### config.mk
export PLATFORM = sky130hd
export DESIGN_NAME = mbisr_repair_engine
export DESIGN_NICKNAME = d
export VERILOG_FILES = /design/src/rtl/mbisr_repair_engine.sv
export SDC_FILE = /design/constraint.sdc
export NUM_CORES = 1
export LEC_CHECK = 0
export CAP_MARGIN = 20
export CORE_UTILIZATION = 40
export DETAILED_ROUTE_END_ITERATION = 10
export PLACE_DENSITY = 0.68
export SLEW_MARGIN = 25
export SYNTH_ARGS = -nofsm -noshare
export SYNTH_HDL_FRONTEND = slang
export SYNTH_SLANG_ARGS = --single-unit
### constraint.sdc
create_clock -name clk -period 10.9 [get_ports clk]
set_input_delay 1.635 -clock clk [delete_from_list [all_inputs] [get_ports clk]]
set_output_delay 1.635 -clock clk [all_outputs]
set_load 0.05 [all_outputs]
### src/rtl/mbisr_repair_engine.sv
// MBISR repair engine: remaps failing user addresses onto a spare-row window.
// Fails arrive over valid/ready and are handled by a CHECK/ALLOC/RELOC FSM.
module mbisr_repair_engine #(
  parameter int ADDR_WIDTH  = 8,
  parameter int DATA_WIDTH  = 8,
  parameter int MAX_REPAIRS = 16,
  parameter logic [ADDR_WIDTH-1:0] SPARE_BASE = 'hF0,
  parameter int CNT_WIDTH   = 5
) (
  input  logic                  clk,
  input  logic                  rst,
  input  logic                  fail_valid,
  input  logic [ADDR_WIDTH-1:0] fail_addr,
  output logic                  fail_ready,
  input  logic                  repair_lock,
  input  logic                  repair_clear,
  input  logic [ADDR_WIDTH-1:0] user_addr,
  input  logic [DATA_WIDTH-1:0] user_wdata,
  input  logic                  user_we,
  input  logic                  user_en,
  output logic [DATA_WIDTH-1:0] user_rdata,
  output logic [ADDR_WIDTH-1:0] mem_addr,
  output logic [DATA_WIDTH-1:0] mem_wdata,
  output logic                  mem_we,
  output logic                  mem_en,
  input  logic [DATA_WIDTH-1:0] mem_rdata,
  output logic                  user_hit,
  output logic [CNT_WIDTH-1:0]  repair_count,
  output logic                  repair_full,
  output logic                  repair_overflow,
  output logic                  busy
);

  localparam int IW = (MAX_REPAIRS > 1) ? $clog2(MAX_REPAIRS) : 1;

  typedef enum logic [1:0] {IDLE, CHECK, ALLOC, RELOC} state_t;

  state_t                  state_q, state_d;
  logic [ADDR_WIDTH-1:0]   addr_q, addr_d;
  logic [IW-1:0]           k_q, k_d;
  logic [MAX_REPAIRS-1:0]  valid_q, valid_d;
  logic [MAX_REPAIRS-1:0]  bad_q, bad_d;
  logic [ADDR_WIDTH-1:0]   tbl_q [MAX_REPAIRS];
  logic [ADDR_WIDTH-1:0]   tbl_d [MAX_REPAIRS];
  logic [CNT_WIDTH-1:0]    count_q, count_d;
  logic                    full_q, full_d;
  logic                    ovf_q, ovf_d;

  logic [ADDR_WIDTH-1:0]   off;
  logic [IW-1:0]           kw;
  logic                    in_win;
  logic                    dup;
  logic                    free_found;
  logic [IW-1:0]           free_idx;

  assign fail_ready      = (state_q == IDLE) && !repair_lock;
  assign busy            = (state_q != IDLE);
  assign repair_count    = count_q;
  assign repair_full     = full_q;
  assign repair_overflow = ovf_q;
  assign mem_wdata       = user_wdata;
  assign mem_we          = user_we;
  assign mem_en          = user_en;
  assign user_rdata      = mem_rdata;

  // Window test on the latched address; offset arithmetic wraps naturally.
  always_comb begin
    off    = addr_q - SPARE_BASE;
    kw     = off[IW-1:0];
    in_win = ({1'b0, off} < (ADDR_WIDTH+1)'(MAX_REPAIRS));
  end

  // Duplicate detection and lowest free, non-bad slot (RELOC skips k).
  always_comb begin
    dup        = 1'b0;
    free_found = 1'b0;
    free_idx   = '0;
    for (int i = 0; i < MAX_REPAIRS; i++) begin
      if (valid_q[i] && tbl_q[i] == addr_q) dup = 1'b1;
    end
    for (int i = MAX_REPAIRS-1; i >= 0; i--) begin
      if (!valid_q[i] && !bad_q[i] &&
          !(state_q == RELOC && IW'(i) == k_q)) begin
        free_found = 1'b1;
        free_idx   = IW'(i);
      end
    end
  end

  // FSM next state and table update; clear overrides everything.
  always_comb begin
    state_d = state_q;
    addr_d  = addr_q;
    k_d     = k_q;
    valid_d = valid_q;
    bad_d   = bad_q;
    tbl_d   = tbl_q;
    ovf_d   = ovf_q;
    unique case (state_q)
      IDLE: begin
        if (fail_valid && fail_ready) begin
          addr_d  = fail_addr;
          state_d = CHECK;
        end
      end
      CHECK: begin
        if (in_win) begin
          bad_d[kw] = 1'b1;
          if (valid_q[kw]) begin
            addr_d  = tbl_q[kw];
            k_d     = kw;
            state_d = RELOC;
          end else begin
            state_d = IDLE;
          end
        end else if (dup) begin
          state_d = IDLE;
        end else begin
          state_d = ALLOC;
        end
      end
      ALLOC: begin
        if (free_found) begin
          valid_d[free_idx] = 1'b1;
          tbl_d[free_idx]   = addr_q;
        end else begin
          ovf_d = 1'b1;
        end
        state_d = IDLE;
      end
      RELOC: begin
        valid_d[k_q] = 1'b0;
        if (free_found) begin
          valid_d[free_idx] = 1'b1;
          tbl_d[free_idx]   = addr_q;
        end else begin
          ovf_d = 1'b1;
        end
        state_d = IDLE;
      end
      default: state_d = IDLE;
    endcase
    if (repair_clear) begin
      state_d = IDLE;
      valid_d = '0;
      bad_d   = '0;
      ovf_d   = 1'b0;
      for (int i = 0; i < MAX_REPAIRS; i++) tbl_d[i] = '1;
    end
    count_d = '0;
    for (int i = 0; i < MAX_REPAIRS; i++) begin
      count_d = count_d + CNT_WIDTH'(valid_d[i]);
    end
    full_d = &(valid_d | bad_d);
  end

  // State registers with synchronous reset.
  always_ff @(posedge clk) begin
    if (rst) begin
      state_q <= IDLE;
      addr_q  <= '0;
      k_q     <= '0;
      valid_q <= '0;
      bad_q   <= '0;
      count_q <= '0;
      full_q  <= 1'b0;
      ovf_q   <= 1'b0;
      for (int i = 0; i < MAX_REPAIRS; i++) tbl_q[i] <= '1;
    end else begin
      state_q <= state_d;
      addr_q  <= addr_d;
      k_q     <= k_d;
      valid_q <= valid_d;
      bad_q   <= bad_d;
      count_q <= count_d;
      full_q  <= full_d;
      ovf_q   <= ovf_d;
      tbl_q   <= tbl_d;
    end
  end

  // User-path remap; lowest matching index wins.
  always_comb begin
    user_hit = 1'b0;
    mem_addr = user_addr;
    for (int i = MAX_REPAIRS-1; i >= 0; i--) begin
      if (valid_q[i] && tbl_q[i] == user_addr) begin
        user_hit = 1'b1;
        mem_addr = SPARE_BASE + ADDR_WIDTH'(i);
      end
    end
  end

endmodule

==> insert_results.sql <==
INSERT INTO impl_metrics (metric_group, metric, value, unit) VALUES
('outcome', 'outcome', 'completed', ''),
('clock_network', 'cts_buffer_depth', '2', ''),
('final_layout', 'num_antenna_cells', '0', ''),
('synth', 'netlist_area', '12100', 'um2'),
('route', 'ant_nets', '0', ''),
('route', 'routed-via-count', '10700', ''),
('sta', 'min_period', '6670', 'ps'),
('critical_path', 'reg2regPathDepth', '19', ''),
('die', 'core_area', '29700', 'um2'),
('clock_network', 'cts.reportedPaths.clkPinSlew', '80', 'ps'),
('critical_path', 'worstReg2RegStart', 'k_q[2]', ''),
('die', 'number_of_top_level_pins', '75', ''),
('synth', 'netlist.top_cell.by_area', 'sky130_fd_sc_hd__dfxtp_1', ''),
('synth', 'postSynth.topFlopCell', 'sky130_fd_sc_hd__dfxtp_1', ''),
('synth', 'synth-async-reset-ratio', '0', ''),
('critical_path', 'timing.critical_path.slowest_stage_cell', 'sky130_fd_sc_hd__clkdlybuf4s50_1', ''),
('clock_network', 'cts_num_sinks', '181', ''),
('critical_path', 'data_required_time_at_the_worst_endpoint', '9270', 'ps'),
('clock_network', 'cts-resized-gates', '0', ''),
('placed_design', 'buffer_ports.inserted', '38', ''),
('final_layout', 'nFillCells', '2885', ''),
('clock_network', 'holdBufCountCts', '0', ''),
('sta', 'timing.slew.headroom', '0.257', ''),
('clock_network', 'tritoncts', 'done', ''),
('route', 'drt-total-wl', '40000', 'um'),
('route', 'detail_route.wl_per_cell', '23.2', 'um'),
('power_and_ir_drop', 'power.leakage', '4.91', 'nW'),
('critical_path', 'critical_path.n_buffers_inverters', '3', ''),
('placed_design', 'routability_congestion_estimate', '1.01', ''),
('sta', 'grt_setup_unrepaired', 'false', ''),
('synth', 'synth_top_area_frac', '0.299', ''),
('critical_path', 'timing.critical_path.max_delay_family', 'buffers and inverters', ''),
('synth', 'synthMostInstantiatedCell', 'sky130_fd_sc_hd__dfxtp_1', ''),
('critical_path', 'r2r_end', 'repair_count[3]', ''),
('critical_path', 'timing.setup.critical_path_class', 'primary input to primary output', ''),
('final_layout', 'design.final.nets', '1379', ''),
('clock_network', 'cts-root-buf', 'sky130_fd_sc_hd__clkbuf_16', ''),
('critical_path', 'critPathMaxFanout', '17', ''),
('die', 'rows', '63', ''),
('final_layout', 'final-instance-count-excl-fill', '1728', ''),
('sta', 'final-max-slew-violation-count', '0', ''),
('clock_network', 'clk-insertion-delay-late', '450', 'ps'),
('synth', 'netlist-cell-type-count', '73', ''),
('clock_network', 'post_cts_buffers', '0', ''),
('critical_path', 'arrival', '5040', 'ps'),
('die', 'dieHeight', '176', 'um'),
('final_layout', 'post_route_core_utilization', '0.443', ''),
('critical_path', 'worst_setup_path_end_kind', 'primary output', ''),
('final_layout', 'area.growth.synth_to_final', '8.80', '%'),
('die', 'floorplan.initialDensity', '0.407', ''),
('route', 'routed_via_density', '6.18', ''),
('synth', 'postSynthRegisterBits', '181', ''),
('clock_network', 'cts_made_buffers', '17', ''),
('critical_path', 'worstSetupStartpoint', 'user_addr[6]', ''),
('synth', 'synth_area_per_cell', '8.86', 'um2'),
('global_route', 'antenna_found_initial', '0', ''),
('critical_path', 'setup.reg_to_reg.worst_slack', '4330', 'ps'),
('sta', 'setup_tns', '0', 'ps'),
('synth', 'synth_seq_area_share', '0.299', ''),
('route', 'dr.pass1.iters', '7', ''),
('global_route', 'grt_pass1_wl', '61600', 'um'),
('critical_path', 'crit_path_start_kind', 'primary input', ''),
('critical_path', 'worst-path-stages', '11', ''),
('clock_network', 'htree_levels', '4', ''),
('sta', 'worst_pin_slew', '1100', 'ps'),
('sta', 'maxClockFrequency', '150', 'MHz'),
('worst_hold_path', 'min-delay-path-class', 'flop to flop', ''),
('synth', 'post_synth_main_area_contributors', 'sky130_fd_sc_hd__dfxtp_1, sky130_fd_sc_hd__xnor2_1, sky130_fd_sc_hd__xor2_1', ''),
('synth', 'post_synthesis_net_count', '1420', ''),
('power_and_ir_drop', 'power.density_cell_area', '110', 'nW/um2'),
('synth', 'ys_top_cells_by_count', 'sky130_fd_sc_hd__dfxtp_1, sky130_fd_sc_hd__nand2_1, sky130_fd_sc_hd__xnor2_1, sky130_fd_sc_hd__xor2_1, sky130_fd_sc_hd__nor2_1', '');
[flip-flops by register name, indices dropped and copies added, names as in the netlist]
name	cells
addr_q	8
bad_q	16
k_q	4
repair_count	5
repair_full	1
repair_overflow	1
state_q	2
tbl_q	128
valid_q	16
[worst reg2reg max path, stage by stage, from the launching register on]
cell                       delay (ps)
sky130_fd_sc_hd__dfxtp_1          590
sky130_fd_sc_hd__nor2b_1          230
sky130_fd_sc_hd__a211oi_1         660
sky130_fd_sc_hd__o21bai_1         200
sky130_fd_sc_hd__o21a_1           240
sky130_fd_sc_hd__o21ai_4          430
sky130_fd_sc_hd__and3_1           700
sky130_fd_sc_hd__o21ai_0          280
sky130_fd_sc_hd__nor2_1           220
sky130_fd_sc_hd__fa_1             460
sky130_fd_sc_hd__inv_1             80
sky130_fd_sc_hd__fa_1             440
sky130_fd_sc_hd__fa_1             430
sky130_fd_sc_hd__fa_1             580
sky130_fd_sc_hd__inv_1             60
sky130_fd_sc_hd__ha_1             280
sky130_fd_sc_hd__a21o_1           150
sky130_fd_sc_hd__a21oi_1          170
sky130_fd_sc_hd__xor2_1           190
sky130_fd_sc_hd__nor2_1            50
[cell families (layout without fill, tap and decap cells)]
kind of cell,count (synthesis),after routing,synth area share
compound gates,183,183,0.104
flops,181,181,0.299
xor+xnor,258,258,0.187
fa+ha+maj,15,15,0.0217
mux,126,126,0.151
buf+inv,141,113,0.0560
simple gates,462,462,0.181
[placed cells by master (no fill, tap or decap), types with 8 or more instances in the layout]
| master | count |
|---|---|
| sky130_fd_sc_hd__dfxtp_1 | 176 |
| sky130_fd_sc_hd__nand2_1 | 172 |
| sky130_fd_sc_hd__xnor2_1 | 132 |
| sky130_fd_sc_hd__xor2_1 | 126 |
| sky130_fd_sc_hd__nor2_1 | 92 |
| sky130_fd_sc_hd__mux2i_1 | 81 |
| sky130_fd_sc_hd__a21oi_1 | 49 |
| sky130_fd_sc_hd__nand3_1 | 49 |
| sky130_fd_sc_hd__mux4_2 | 45 |
| sky130_fd_sc_hd__nor4_1 | 40 |
| sky130_fd_sc_hd__clkdlybuf4s50_1 | 38 |
| sky130_fd_sc_hd__nand4_1 | 31 |
| sky130_fd_sc_hd__o211ai_1 | 30 |
| sky130_fd_sc_hd__o21ai_0 | 27 |
| sky130_fd_sc_hd__nor3_1 | 23 |
| sky130_fd_sc_hd__buf_4 | 23 |
| sky130_fd_sc_hd__inv_1 | 17 |
| sky130_fd_sc_hd__clkbuf_16 | 17 |
| sky130_fd_sc_hd__a31oi_1 | 15 |
| sky130_fd_sc_hd__a21o_1 | 10 |
| sky130_fd_sc_hd__fa_1 | 10 |
| sky130_fd_sc_hd__or2_2 | 8 |
| sky130_fd_sc_hd__and3_1 | 8 |
[worst min-delay path by stage]
stage                                  to  slack, ps  cells after the start
after floorplan                 bad_q[14]        450                      2
after global placement    repair_overflow        460                      2
after detailed placement  repair_overflow        470                      2
after CTS                 repair_overflow        480                      2
after global routing      repair_overflow        500                      2
final                     repair_overflow        480                      2
[metal layers]
metal | share of wire | global-route usage | wire, um
met5 | 0 | 0 | 0
met4 | 0.054 | 0.138 | 2150
met3 | 0.094 | 0.0482 | 3750
met2 | 0.44 | 0.396 | 17500
met1 | 0.42 | 0.359 | 16700
[cell type report]
cell class / count / area (um2) / area share
tap: 390 / 488 / 0.0371
timing repair buffer: 62 / 573 / 0.0435
clock inverter: 14 / 163 / 0.0124
multi-input combinational: 1044 / 7810 / 0.593
inverter: 19 / 71.3 / 0.00542
sequential: 181 / 3630 / 0.276
clock buffer: 18 / 429 / 0.0326
[stage by stage]
step / hold slack (ps) / cell area [um2] / setup slack (ps) / power (W)
global route: 500 / 13200 / 3990 / 0.00149
floorplan: 445 / 12100 / 4880 / 0.000798
finish: 484 / 13200 / 4230 / 0.00144
detailed placement: 466 / 12600 / 4400 / 0.000821
global placement: 459 / 12600 / 4400 / 0.000819
CTS: 485 / 13100 / 4290 / 0.00145
[power breakdown]
group / switching, W / internal, W / leakage, nW
combinational: 0.0000904 / 0.0000510 / 3.15
clock: 0.000308 / 0.000327 / 0.288
sequential: 0.00000489 / 0.000662 / 1.47
total: 0.000403 / 0.00104 / 4.91
No activity file was read; power rests on OpenSTA's default activity.
